===== config.mk =====
export PLATFORM = sky130hd
export DESIGN_NAME = multiplier_iterative_param
export DESIGN_NICKNAME = d
export VERILOG_FILES = /design/src/rtl/mult_pkg.sv /design/src/rtl/twos_magnitude.sv /design/src/rtl/multiplier_iterative_param.sv
export SDC_FILE = /design/constraint.sdc
export NUM_CORES = 1
export LEC_CHECK = 0
export BUFFER_PORTS_ARGS = -buffer_cell sky130_fd_sc_hd__buf_4
export CORE_ASPECT_RATIO = 0.5
export CORE_MARGIN = 2
export CORE_UTILIZATION = 40
export CTS_CLUSTER_SIZE = 16
export DETAILED_ROUTE_END_ITERATION = 7
export SETUP_SLACK_MARGIN = 0.5
export SLEW_MARGIN = 40
export SYNTH_ARGS = -nofsm -noshare
export SYNTH_HDL_FRONTEND = slang
export SYNTH_SLANG_ARGS = --single-unit

===== constraint.sdc =====
create_clock -name clk -period 6.9 [get_ports clk]
set_clock_uncertainty 0.1 [all_clocks]
set_input_delay 0.69 -clock clk [delete_from_list [all_inputs] [get_ports clk]]
set_output_delay 0.69 -clock clk [all_outputs]
set_load 0.05 [all_outputs]

===== src/rtl/mult_pkg.sv =====
// ============================================================================
// Module  : mult_pkg
// Brief   : Shared FSM state encoding and step-counter width for the
//           iterative multiplier.
// Rev     : 1.0  initial release
// ============================================================================
`default_nettype none

package mult_pkg;

    // Step counter width does not depend on WIDTH. It covers every legal WIDTH up to 64.
    localparam int c_STEP_W = 7;

    typedef enum logic [0:0] {
        IDLE = 1'b0,
        RUN  = 1'b1
    } state_t;

endpackage

`default_nettype wire


===== src/rtl/twos_magnitude.sv =====
// ============================================================================
// Module  : twos_magnitude
// Brief   : Unsigned magnitude of an operand that is optionally two's-complement.
// Rev     : 1.0  initial release
// ============================================================================
`default_nettype none

module twos_magnitude #(
    parameter int WIDTH = 32
) (
    input  logic [WIDTH-1:0] value,
    input  logic             is_signed,
    output logic [WIDTH-1:0] magnitude
);

    // The result is unsigned, so the most negative input maps to 2^(WIDTH-1).
    assign magnitude = (is_signed && value[WIDTH-1]) ? (~value + WIDTH'(1)) : value;

endmodule

`default_nettype wire


===== src/rtl/multiplier_iterative_param.sv =====
// ============================================================================
// Module  : multiplier_iterative_param
// Brief   : Shift-and-add sign-magnitude multiplier with optional early exit.
// Rev     : 1.0  initial release
// ============================================================================
`default_nettype none

module multiplier_iterative_param
    import mult_pkg::*;
#(
    parameter int WIDTH      = 32,
    parameter int EARLY_EXIT = 1
) (
    input  logic                 clk,
    input  logic                 reset,
    input  logic                 valid_in,
    input  logic                 signed_in,
    input  logic [WIDTH-1:0]     a,
    input  logic [WIDTH-1:0]     b,
    output logic                 ready_out,
    output logic                 valid_out,
    output logic [2*WIDTH-1:0]   r
);

    state_t                r_state;
    logic [WIDTH-1:0]      r_mp;
    logic [2*WIDTH-1:0]    r_mc;
    logic [2*WIDTH-1:0]    r_acc;
    logic [c_STEP_W-1:0]   r_step;
    logic                  r_neg;
    logic [2*WIDTH-1:0]    r_result;
    logic                  r_valid;

    logic [WIDTH-1:0]      w_mag_a;
    logic [WIDTH-1:0]      w_mag_b;
    logic [2*WIDTH-1:0]    w_acc_next;
    logic [WIDTH-1:0]      w_mp_next;
    logic [c_STEP_W-1:0]   w_step_next;
    logic                  w_last;

    twos_magnitude #(.WIDTH(WIDTH)) u_mag_a (
        .value     (a),
        .is_signed (signed_in),
        .magnitude (w_mag_a)
    );

    twos_magnitude #(.WIDTH(WIDTH)) u_mag_b (
        .value     (b),
        .is_signed (signed_in),
        .magnitude (w_mag_b)
    );

    assign w_acc_next  = r_acc + (r_mp[0] ? r_mc : '0);
    assign w_mp_next   = r_mp >> 1;
    assign w_step_next = r_step + c_STEP_W'(1);
    // Early exit applies once no set multiplier bits remain to add.
    assign w_last      = (w_step_next == c_STEP_W'(WIDTH)) ||
                         ((EARLY_EXIT != 0) && (w_mp_next == '0));

    always_ff @(posedge clk) begin
        if (reset) begin
            r_state  <= IDLE;
            r_mp     <= '0;
            r_mc     <= '0;
            r_acc    <= '0;
            r_step   <= '0;
            r_neg    <= 1'b0;
            r_result <= '0;
            r_valid  <= 1'b0;
        end else begin
            r_valid <= 1'b0;
            case (r_state)
                IDLE: begin
                    if (valid_in) begin
                        r_mp    <= w_mag_a;
                        r_mc    <= {{WIDTH{1'b0}}, w_mag_b};
                        r_acc   <= '0;
                        r_step  <= '0;
                        r_neg   <= signed_in & (a[WIDTH-1] ^ b[WIDTH-1]);
                        r_state <= RUN;
                    end
                end
                RUN: begin
                    r_acc  <= w_acc_next;
                    r_mp   <= w_mp_next;
                    r_mc   <= r_mc << 1;
                    r_step <= w_step_next;
                    if (w_last) begin
                        r_result <= r_neg ? -w_acc_next : w_acc_next;
                        r_valid  <= 1'b1;
                        r_state  <= IDLE;
                    end
                end
                default: r_state <= IDLE;
            endcase
        end
    end

    assign ready_out = (r_state == IDLE);
    assign valid_out = r_valid;
    assign r         = r_result;

endmodule

`default_nettype wire

; Word level (Yosys, flattened, before mapping)
; Cells that the tools add are included.
[classes]
addsub = 5
n_eq_ne = 2
muxes = 16
n_bitwise = 5
n_reduce_logical = 7
[ops]
columns = op, count
row1 = two-way mux 64 bit, 4
row2 = case mux 64 bit (2 select lines), 2
row3 = two-way mux 32 bit, 3
row4 = adder 32 x 1 -> 32 bit (second input constant), 2
row5 = adder 64 bit, 1
row6 = negation 64 bit, 1
row7 = inverter 32 bit, 2
row8 = case mux 32 bit (2 select lines), 1
row9 = logical NOT 32 bit, 1
row10 = case mux 7 bit (2 select lines), 1
row11 = adder 7 x 1 -> 7 bit (second input constant), 1
row12 = equality test 7 x 6 -> 1 bit (second input constant), 1
row13 = two-way mux 7 bit, 1
row14 = AND reduction 2 bit, 2
row15 = two-way mux 1 bit, 3
row16 = logical AND 1 bit, 2
row17 = != test 2 bit (second input constant), 1
row18 = case mux 1 bit (2 select lines), 1
row19 = OR reduction 2 bit, 1
row20 = AND 1 bit, 1
row21 = logical OR 1 bit, 1
row22 = inverter 1 bit, 1
row23 = bitwise XOR 1 bit, 1
[totals]
ff_bits = 234
in_bits = 68
wordCells = 43

; Depth between registers and ports, before layout
; Gate-level depths: netlist (run 1).
[logic_depth]
depth_word = 5
ltp_mapped = 19

; Modules after synthesis
; A second synthesis (run 1) with hierarchy kept.
[hier_totals]
hier_cells = 2299
area_unflattened_um2 = 17068.9
[modules_own_cells]
columns = mod, instances, cells_each, area_per_inst_um2, seq_area_each_um2
row1 = multiplier_iterative_param, 1, 2083, 15632.5, 4684.5
row2 = twos_magnitude, 2, 108, 718.2, 0.0

; Least setup slack after synthesis (run 1)
; OpenSTA, ideal clock, no wires.
[synth_path]
path_type = reg-to-reg
startpoint = register r_mp[0]
endpoint = register r_result[44] (netlist: r[44])
setup_time_ps = 126
arrival_time_ps = 4942
required_time_ps = 6674
setup_slack_ps = 1732
path_stages_with_launch = 20
n_path_buf = 3
period_less_slack_ps = 5168
cell_sequence = dfxtp_1 clkbuf_1 clkbuf_1 and2_1 ha_1 inv_1 fa_1 nand2b_1 a21oi_1 o21ai_1 xnor2_1 or4_4 or4_4 or3_4 or4_1 buf_2 or3_4 o31ai_2 xor2_1 o21ai_1
[synth_via]
elab_chain_len = 4
[synth_lines]
columns = item, line_no
row1 = "start, declared", multiplier_iterative_param.sv:26  ; logic [WIDTH-1:0] r_mp;
row2 = "start signal, assigned", multiplier_iterative_param.sv:75  ; r_mp <= w_mag_a;
row3 = "start signal, assigned", multiplier_iterative_param.sv:85  ; r_mp <= w_mp_next;
row4 = two-way mux 64 bit *, multiplier_iterative_param.sv:53  ; assign w_acc_next = r_acc + (r_mp[0] ? r_mc : '0);
row5 = adder 64 bit *, multiplier_iterative_param.sv:53
row6 = negation 64 bit, multiplier_iterative_param.sv:89  ; r_result <= r_neg ? -w_acc_next : w_acc_next;
row7 = two-way mux 64 bit *, multiplier_iterative_param.sv:89
row8 = "end signal, assigned", multiplier_iterative_param.sv:89
row9 = "end, declared", multiplier_iterative_param.sv:31  ; logic [2*WIDTH-1:0] r_result;
; Every way passes the cells marked *; elsewhere a longest branch is shown, timed or not.
; A chain may end at the register's enable or synchronous reset.

; Worst setup path after layout (run 1)
[layout_path]
startpoint = register r_mp[0]
endpoint = register r_result[63] (netlist: r[63])
; Same word-level chain as after synthesis.

==> results of run 1 <==
## cell type report
cell class / instances / share of cell area
Tap cell: 540 / 0.0359
Timing Repair Buffer: 155 / 0.0632
Inverter: 34 / 0.00685
Clock buffer: 35 / 0.0384
Sequential cell: 234 / 0.249
Multi-Input combinational cell: 1871 / 0.603
Clock inverter: 6 / 0.00319
## sequential cells by signal, indices dropped and copies added, names as in the netlist
signal and count:
r 64, r_acc 64, r_mc 64, r_mp 32
r_neg 1, r_state 1, r_step 7, valid_out 1
## stage by stage
step / hold slack [ns] / setup WS, ns / util / instance area, um2 / total power, mW
2_1_floorplan: 0.358 / 1.73 / - / 16700 / 1.74
3_3_place_gp: 0.345 / 1.14 / 0.441 / 18000 / 1.90
3_5_place_dp: 0.345 / 0.957 / 0.441 / 18000 / 1.90
4_1_cts: 0.330 / 0.941 / 0.461 / 18800 / 3.25
5_1_grt: 0.343 / 0.656 / 0.461 / 18800 / 3.36
6_report: 0.346 / 1.05 / 0.461 / 18800 / 3.23
## tightest hold or removal path, delay by kind of cell
kind	cells	cell delay [ns]
buffers and inverters	1	0.13
AOI/OAI and AO/OA	1	0.05
and+or+nand+nor	1	0.06
## placed cells by master (no fill, tap or decap), types with 19 or more instances in the layout
cell type | Yosys | routed
a211oi_1 | 108 | 106
a21o_1 | 29 | 29
a21oi_1 | 276 | 276
a31oi_1 | 23 | 23
and2_1 | 83 | 83
and3_1 | 103 | 103
buf_4 | 0 | 149
clkbuf_16 | 0 | 25
dfxtp_1 | 234 | 233
ha_1 | 67 | 67
inv_1 | 34 | 32
nand2_1 | 134 | 134
nand3_1 | 26 | 26
nand4_1 | 27 | 27
nor2_1 | 377 | 377
nor3_1 | 46 | 46
nor4_1 | 28 | 27
o21a_1 | 20 | 20
o21ai_0 | 98 | 98
o21ai_1 | 22 | 22
o31ai_1 | 19 | 19
or3_1 | 32 | 32
xnor2_1 | 65 | 65
xor2_1 | 76 | 76
## power breakdown
| part | leakage (nW) | total, mW | switching (mW) | internal, mW |
|---|---|---|---|---|
| Sequential | 1.90 | 1.42 | 0.0375 | 1.38 |
| Combinational | 5.46 | 0.462 | 0.300 | 0.162 |
| Clock | 0.382 | 1.34 | 0.581 | 0.760 |
| Total | 7.74 | 3.23 | 0.919 | 2.31 |
## how the worst max path moves through the flow
| stage | startpoint | end | slack (ns) | cells after the start |
|---|---|---|---|---|
| global route | r_mp[0] | r[62] | 0.66 | 15 |
| floorplan | r_mp[0] | r[44] | 1.73 | 19 |
| CTS | r_mp[0] | r[62] | 0.94 | 15 |
| global placement | r_mp[0] | r[52] | 1.14 | 15 |
| finish | r_mp[0] | r[63] | 1.05 | 16 |
| detailed placement | r_mp[0] | r[62] | 0.96 | 15 |
## logic make-up (layout without fill, tap and decap cells)
kind of cell	count (synthesis)	in the layout	synth area share
buf+inv	195	230	0.0441
xor+xnor	141	141	0.0739
flops	234	234	0.280
simple gates	935	935	0.276
compound gates	716	716	0.268
mux	11	11	0.00659
fa+ha+maj	68	68	0.0513
## routing by layer
metal | wire length, um | share of wire | up-vias | track usage
met4 | 1320 | 0.024 | 0 | 0.0562
li1 | - | - | 8390 | -
met1 | 27400 | 0.51 | 7864 | 0.370
met5 | 0 | 0 | - | 0
met3 | 3270 | 0.060 | 63 | 0.0369
met2 | 22300 | 0.41 | 465 | 0.357
==> metrics.csv, run 1 <==
metric,value,unit
hold_buffers,0,
die_h,149,um
drt_first_pass_iters,5,
finalSetupViolCount,0,
post-route-period-util,0.847,
synth_seq_area_share,0.280,
critPathRequiredTime,7.24,ns
fin_nets,2456,
hold_path_depth,3,
synth_cell_types,73,
drive_gt1_frac,0.0959,
synth.net_count,2436,
yosys_warnings,0,
num-fill-cells,4178,
clock_sinks,234,
start_util,0.410,
regArea,4690,um2
io_buffers,133,
post-route-min-period,5.85,ns
antenna_found_initial,1,
diodes,0,
instances_no_fill,2875,
drv_slew,0,
cts_buffers,24,
ys_ff_latch,234,
tightest_slew,0.874,ns
cpMostUsedCell,buf_4,
clock-root-buffer,clkbuf_16,
cts_buffer_depth,3,
io_pins,134,
synth_ff_type,dfxtp_1,
dieArea,43500,um2
drt-initial-drc-count,1297,
critPathTopFamily,simple AND/OR/NAND/NOR gates,
dp_hpwl,39.8,mm
finalHoldViolations,0,
ir_worst_vdd,0.143,mV
cts_tree,done,
area_delta_synth_final,12.5,%
cts.repair.resized,0,
crit_arrival,6.19,ns
routed_wl,54.3,mm
insertion_delay,0.55,ns
overflow,0,
cp-start-kind,register,
vias,16800,
fmax,0.171,GHz
r2r_cells,16,
synth_top_area_share,0.280,
critPathKind,reg2reg,
cpMaxStageDelayCell,a2111oi_0,
end_kind,register,
relSlewSlack,0.402,
synth-edff-count,0,
grt_max_degree,132,
worst_hold_startpoint,b[31],
status,completed,
ant_nets,0,
ys_top_cells_by_area,"dfxtp_1 (28%), nor2_1 (8.5%), a21oi_1 (8.3%)",
power.density,171,nW/um2
grt_pass1_vias,15200,
critPathBufInv,2,
dp.cells,2833,
rsz0062_at_grt,no,
cp_max_fo,35,
fin_tns_setup,0,ns
core,40800,um2
min_to,r_mc[31],
maxCapViolCount,0,
synthArstFlopShare,0,
cpPeakStageDelay,0.74,ns
synth_top_cell_by_area,dfxtp_1,
power.leakage,7.74,nW
grt_pass1_wl,85.8,mm
r2r-start,r_mp[0],
place_congestion,0.956,
worstPathCellList,"buf_4, nand2_1, fa_1, nand2b_1, a21oi_1, o21ai_1, a2111oi_0, nor3_1, xnor2_1, or3_1, or4_1, nor4_1, buf_4, nand4b_1, and3_1, o31ai_1",
htreeDepth,1,
syn_avg_cell_area,7.27,um2
core.rowCount,52,
grtUsageTotal,0.243,
synthTopCellsByCount,"nor2_1 (377), a21oi_1 (276), dfxtp_1 (234), clkbuf_1 (149), nand2_1 (134)",
die_w,293,um
yosysMostFrequentCell,nor2_1,
synthCells,2300,
synth_area,16700,um2
wl_per_cell,18.9,um
hold_path.class,in2reg,
rrSetupSlack,1.05,ns
path_clk_slew,0.06,ns
cts_setup_buffers,0,
drcViolationCount,0,
r2r-end,r[63],
vias_per_cell,5.84,
multi_input_area,11400,um2
Power figures use the tool's default switching activity.
==> inputs of run 2 (changes only) <==
==> constraint.sdc (replaced) <==
create_clock -name clk -period 5.1 [get_ports clk]
set_clock_uncertainty 0.1 [all_clocks]
set_input_delay 0.51 -clock clk [delete_from_list [all_inputs] [get_ports clk]]
set_output_delay 0.51 -clock clk [all_outputs]
set_load 0.05 [all_outputs]
==> run 2 against run 1 <==
  * Maximum frequency is 22% higher
  * Sequential power is 36% higher
  * Final cell count up 4.4%
  * Worst setup slack got worse by 0.74 ns
  * Final area increased by 8.6%
  * Global-route usage grew 0.91 points
  * Wire length rose by 4.4%
  * Largest cell class unchanged
==> metrics.csv, run 2 (synthesis gave the netlist of run 1 again) <==
metric,value,unit
p_total,4.42,mW
mostFrequentLayoutCell,nor2_1,
grt_pass1_wl,89.1,mm
vias,17300,
core.rowCount,52,
die_h,149,um
ir_worst_vdd,0.203,mV
wl_met1,28.5,mm
grt_max_degree,180,
cp_max_fo,7,
antenna_found_initial,0,
htreeDepth,1,
routed_wl,56.7,mm
post-route-util,0.501,
insertion_delay,0.56,ns
critPathRequiredTime,5.41,ns
critPathKind,reg2reg,
crit_arrival,5.10,ns
wl_met3,3.15,mm
vias_per_cell,5.77,
overflow,0,
rsz0062_at_grt,yes,
wl_per_cell,18.9,um
power.leakage,8.39,nW
dp_hpwl,41.7,mm
fin_nets,2580,
drv_slew,0,
cp-start-kind,register,
dieArea,43500,um2
finalHoldViolations,0,
maxCapViolCount,0,
fmax,0.209,GHz
cts_buffers,24,
post-route-min-period,4.79,ns
highest_layer,met4,
drcViolationCount,0,
io_buffers,133,
wl_met2,23.8,mm
grtUsageTotal,0.253,
end_kind,register,
dp.cells,2931,
drt_first_pass_iters,6,
drt-initial-drc-count,1657,
tightest_slew,0.837,ns
die_w,293,um
final_cell_mix,"nor2_1 (372), buf_4 (268), a21oi_1 (258)",
ant_nets,0,
hold_path_depth,3,
finalSetupViolCount,0,
status,completed,
cts_buffer_depth,3,
core,40800,um2
relSlewSlack,0.441,
post-route-period-util,0.938,
clock-root-buffer,clkbuf_16,
clock_sinks,234,
start_util,0.410,
cts_tree,done,
path_clk_slew,0.07,ns
power.density,216,nW/um2
grt_pass1_vias,15700,
io_pins,134,
instances_no_fill,3001,
area_delta_synth_final,22.2,%
r2r_cells,18,
hold_path.class,in2reg,
drive_gt1_frac,0.185,
diodes,0,
place_congestion,0.968,
run 2: layout make-up:
type / instances / area (um2)
Multi-Input combinational cell: 1871 / 12000
Clock inverter: 9 / 78.8
Timing Repair Buffer: 279 / 2200
Tap cell: 540 / 676
Clock buffer: 34 / 689
Fill cell: 4054 / 20400
Inverter: 34 / 129
Sequential cell: 234 / 4690
run 2: per-layer routing:
| metal | up-vias | GRT usage |
|---|---|---|
| met2 | 471 | 0.375 |
| li1 | 8648 | - |
| met1 | 8124 | 0.380 |
| met4 | 0 | 0.0559 |
| met5 | - | 0 |
| met3 | 65 | 0.0402 |
run 2: critical path, stage by stage (launching register included):
cell     delay (ns)
dfxtp_4        0.39
and2_4         0.15
ha_4           0.12
inv_2          0.03
fa_2           0.55
ha_4           0.14
nand2_2        0.04
or3_4          0.41
or4_4          0.44
or4_4          0.44
or3_4          0.37
or4_4          0.46
buf_4          0.16
nor3_4         0.21
buf_12         0.17
buf_12         0.11
a31oi_1        0.09
xnor2_1        0.19
o21ai_1        0.07
run 2: path summary, 6_finish.rpt:
path                  start  endpoint  slack (ns)
hold reg to reg       r[50]     r[50]        0.36
setup reg to reg    r_mp[0]     r[50]        0.31
setup / recovery    r_mp[0]     r[50]        0.31
hold / removal    signed_in     r_neg        0.18
run 2: repair_timing:
item	in CTS	in global routing
hold buffers	0	0
pin swaps	18	20
gates resized for setup	62	62
setup endpoints to repair	34	42
hold endpoints to repair	0	0
setup buffers	14	12
run 2: metrics by stage:
stage,TNS (ns),hold WS (ns),instance area [um2],setup slack [ns]
3_5_place_dp,-0.297,0.350,18900,-0.123
6_report,0,0.184,20400,0.314
3_3_place_gp,-0.0351,0.349,18900,-0.0351
4_1_cts,0,0.163,20100,0.290
5_1_grt,0,0.174,20400,0.107
2_1_floorplan,0,0.358,16900,0.268
run 2: power by group:
part           leakage (nW)  internal (mW)  total (mW)  switching, mW
combinational          6.11          0.289       0.710          0.421
sequential             1.90           1.87        1.93         0.0578
clock                 0.375          0.994        1.78          0.786
total                  8.39           3.16        4.42           1.26
==> inputs of run 3 (changes only) <==
--- a/config.mk
+++ b/config.mk
@@ -11,6 +11,7 @@
 export CORE_UTILIZATION = 40
 export CTS_CLUSTER_SIZE = 16
 export DETAILED_ROUTE_END_ITERATION = 7
+export PLACE_DENSITY = 0.66
 export SETUP_SLACK_MARGIN = 0.5
 export SLEW_MARGIN = 40
 export SYNTH_ARGS = -nofsm -noshare
==> run 3 against run 2 <==
  * Final cell count grew 2.5%
  * Sequential power about the same
  * Worst hold slack worse by 0.014 ns
  * Register-to-register slack worse by 0.04 ns
  * Global-route usage up 1.6 points
  * First-iteration DRC count rose by 13%
  * Power is 6.0% higher
  * Clock power rose by 10%
==> metrics.csv, run 3 (synthesis gave the netlist of run 1 again) <==
metric,value,unit
pre_cts_slack,0.0112,ns
cpPeakStageDelay,0.51,ns
start_util,0.410,
fin_tns_setup,0,ns
drv_slew,0,
pwr-share-comb,0.168,
relSlewSlack,0.459,
placed_cell_area,19200,um2
switching_share,0.285,
ir_worst_vdd,0.205,mV
rsz0062_at_grt,yes,
post-route-util,0.534,
critPathKind,reg2reg,
post-route-period-util,0.946,
overflow,0,
die_w,293,um
htreeDepth,1,
post-route-min-period,4.82,ns
finalHoldViolations,0,
cp_max_fo,16,
critPathTopFamily,simple AND/OR/NAND/NOR gates,
clock_sinks,234,
area_delta_synth_final,30.2,%
tightest_slew,0.811,ns
core,40800,um2
switching_power,1.34,mW
hold_buffers,0,
crit_arrival,5.13,ns
p_seq_frac,0.413,
drcViolationCount,0,
dieArea,43500,um2
vias_per_cell,5.83,
wl_per_cell,19.8,um
finalSetupViolCount,0,
drive_gt1_frac,0.239,
dp.cells,2966,
num-fill-cells,3920,
hold_path.class,in2reg,
insertion_delay,0.56,ns
dp_hpwl,44.3,mm
critPathRequiredTime,5.41,ns
clock-root-buffer,clkbuf_16,
cp-start-kind,register,
critPathBufInv,2,
power.density,215,nW/um2
regArea,4690,um2
cpMostUsedCell,or4_4,
final_cell_area,21800,um2
cpMaxStageDelayCell,or4_4,
cts_buffer_depth,3,
mostFrequentLayoutCell,nor2_1,
diodes,0,
grt_pass1_vias,16300,
routed_wl,61.0,mm
end_kind,register,
antenna_found_initial,0,
io_pins,134,
die_h,149,um
drt_first_pass_iters,5,
worstPathCellList,"buf_12, and2_1, ha_4, o211ai_1, a21oi_4, buf_4, nor3_2, o22ai_2, or4_4, or4_4, or3_4, or4_4, or3_4, nor3_4, nand4b_1, nor4b_2",
io_buffers,133,
path_clk_slew,0.07,ns
timing.final.ws_setup,0.277,ns
ant_nets,0,
place_congestion,1.01,
vias,18000,
cts_buffers,25,
power.leakage,8.88,nW
grtUsageTotal,0.269,
cts_tree,done,
status,completed,
internal_power,3.35,mW
instances_no_fill,3077,
grt_pass1_wl,93.7,mm
grt_max_degree,120,
maxCapViolCount,0,
p_clk_frac,0.419,
final_cell_mix,"nor2_1 (362), buf_4 (332), a21oi_1 (260)",
fmax,0.207,GHz
core.rowCount,52,
multi_input_area,12600,um2
fin_nets,2655,
drt-initial-drc-count,1874,
-- run 3: cell types whose count changed in the layout (fill, tap and decap cells not counted), moves of 8 or more --
cell	change
and2_1	-9
and2_4	+10
buf_4	+64
buf_6	+9
ha_1	-15
ha_2	-8
ha_4	+23
nor2_1	-10
o21ai_0	-9
-- run 3: per-stage QoR --
step                hold WS [ns]  power [mW]
floorplan                  0.358        2.37
detailed placement         0.342        2.63
CTS                        0.143        4.63
global placement           0.339        2.62
global route               0.156        4.86
finish                     0.169        4.68
-- run 3: cell type report --
type	count	share of cell area
inverter	34	0.00592
tap	540	0.0310
sequential	234	0.216
clock inverter	14	0.00874
multi-input combinational	1871	0.578
clock buffer	31	0.0307
timing repair buffer	353	0.130
-- run 3: layer usage --
metal | wire (um) | vias to the layer above | GRT usage
met1 | 29700 | 8446 | 0.396
li1 | - | 8785 | -
met5 | 0 | - | 0
met4 | 1500 | 0 | 0.0621
met2 | 25300 | 624 | 0.398
met3 | 4500 | 98 | 0.0575
-- run 3: final timing paths --
path            from  endpoint  slack [ns]  cells after the start
max          r_mp[0]     r[58]        0.28                     16
min            b[31]  r_mc[31]        0.17                      3
max reg2reg  r_mp[0]     r[58]        0.28                     16
min reg2reg    r[48]     r[48]        0.34                      2
-- run 3: power groups by stage --
stage / Sequential (mW) / Clock (mW) / Combinational, mW
finish: 1.93 / 1.96 / 0.789
global route: 1.94 / 2.07 / 0.851
CTS: 1.93 / 1.99 / 0.710
detailed placement: 1.97 / 0 / 0.655
global placement: 1.97 / 0 / 0.648
floorplan: 1.94 / 0 / 0.429
-- run 3: worst reg2reg max path: cells and delay by family (launching register included) --
| family | cells | cell delay, ns |
|---|---|---|
| AOI/OAI and AO/OA | 3 | 0.52 |
| adders and majority gates | 1 | 0.23 |
| buffers and inverters | 2 | 0.31 |
| DFF | 1 | 0.37 |
| and+or+nand+nor | 10 | 3.17 |
-- run 3: what timing repair did --
| action | 4_1_cts | 5_1_grt |
|---|---|---|
| setup buffers | 35 | 28 |
| gates resized for setup | 135 | 115 |
| cloned | 2 | 0 |
| pin swaps | 45 | 75 |
| endpoints found under the setup margin | 37 | 39 |
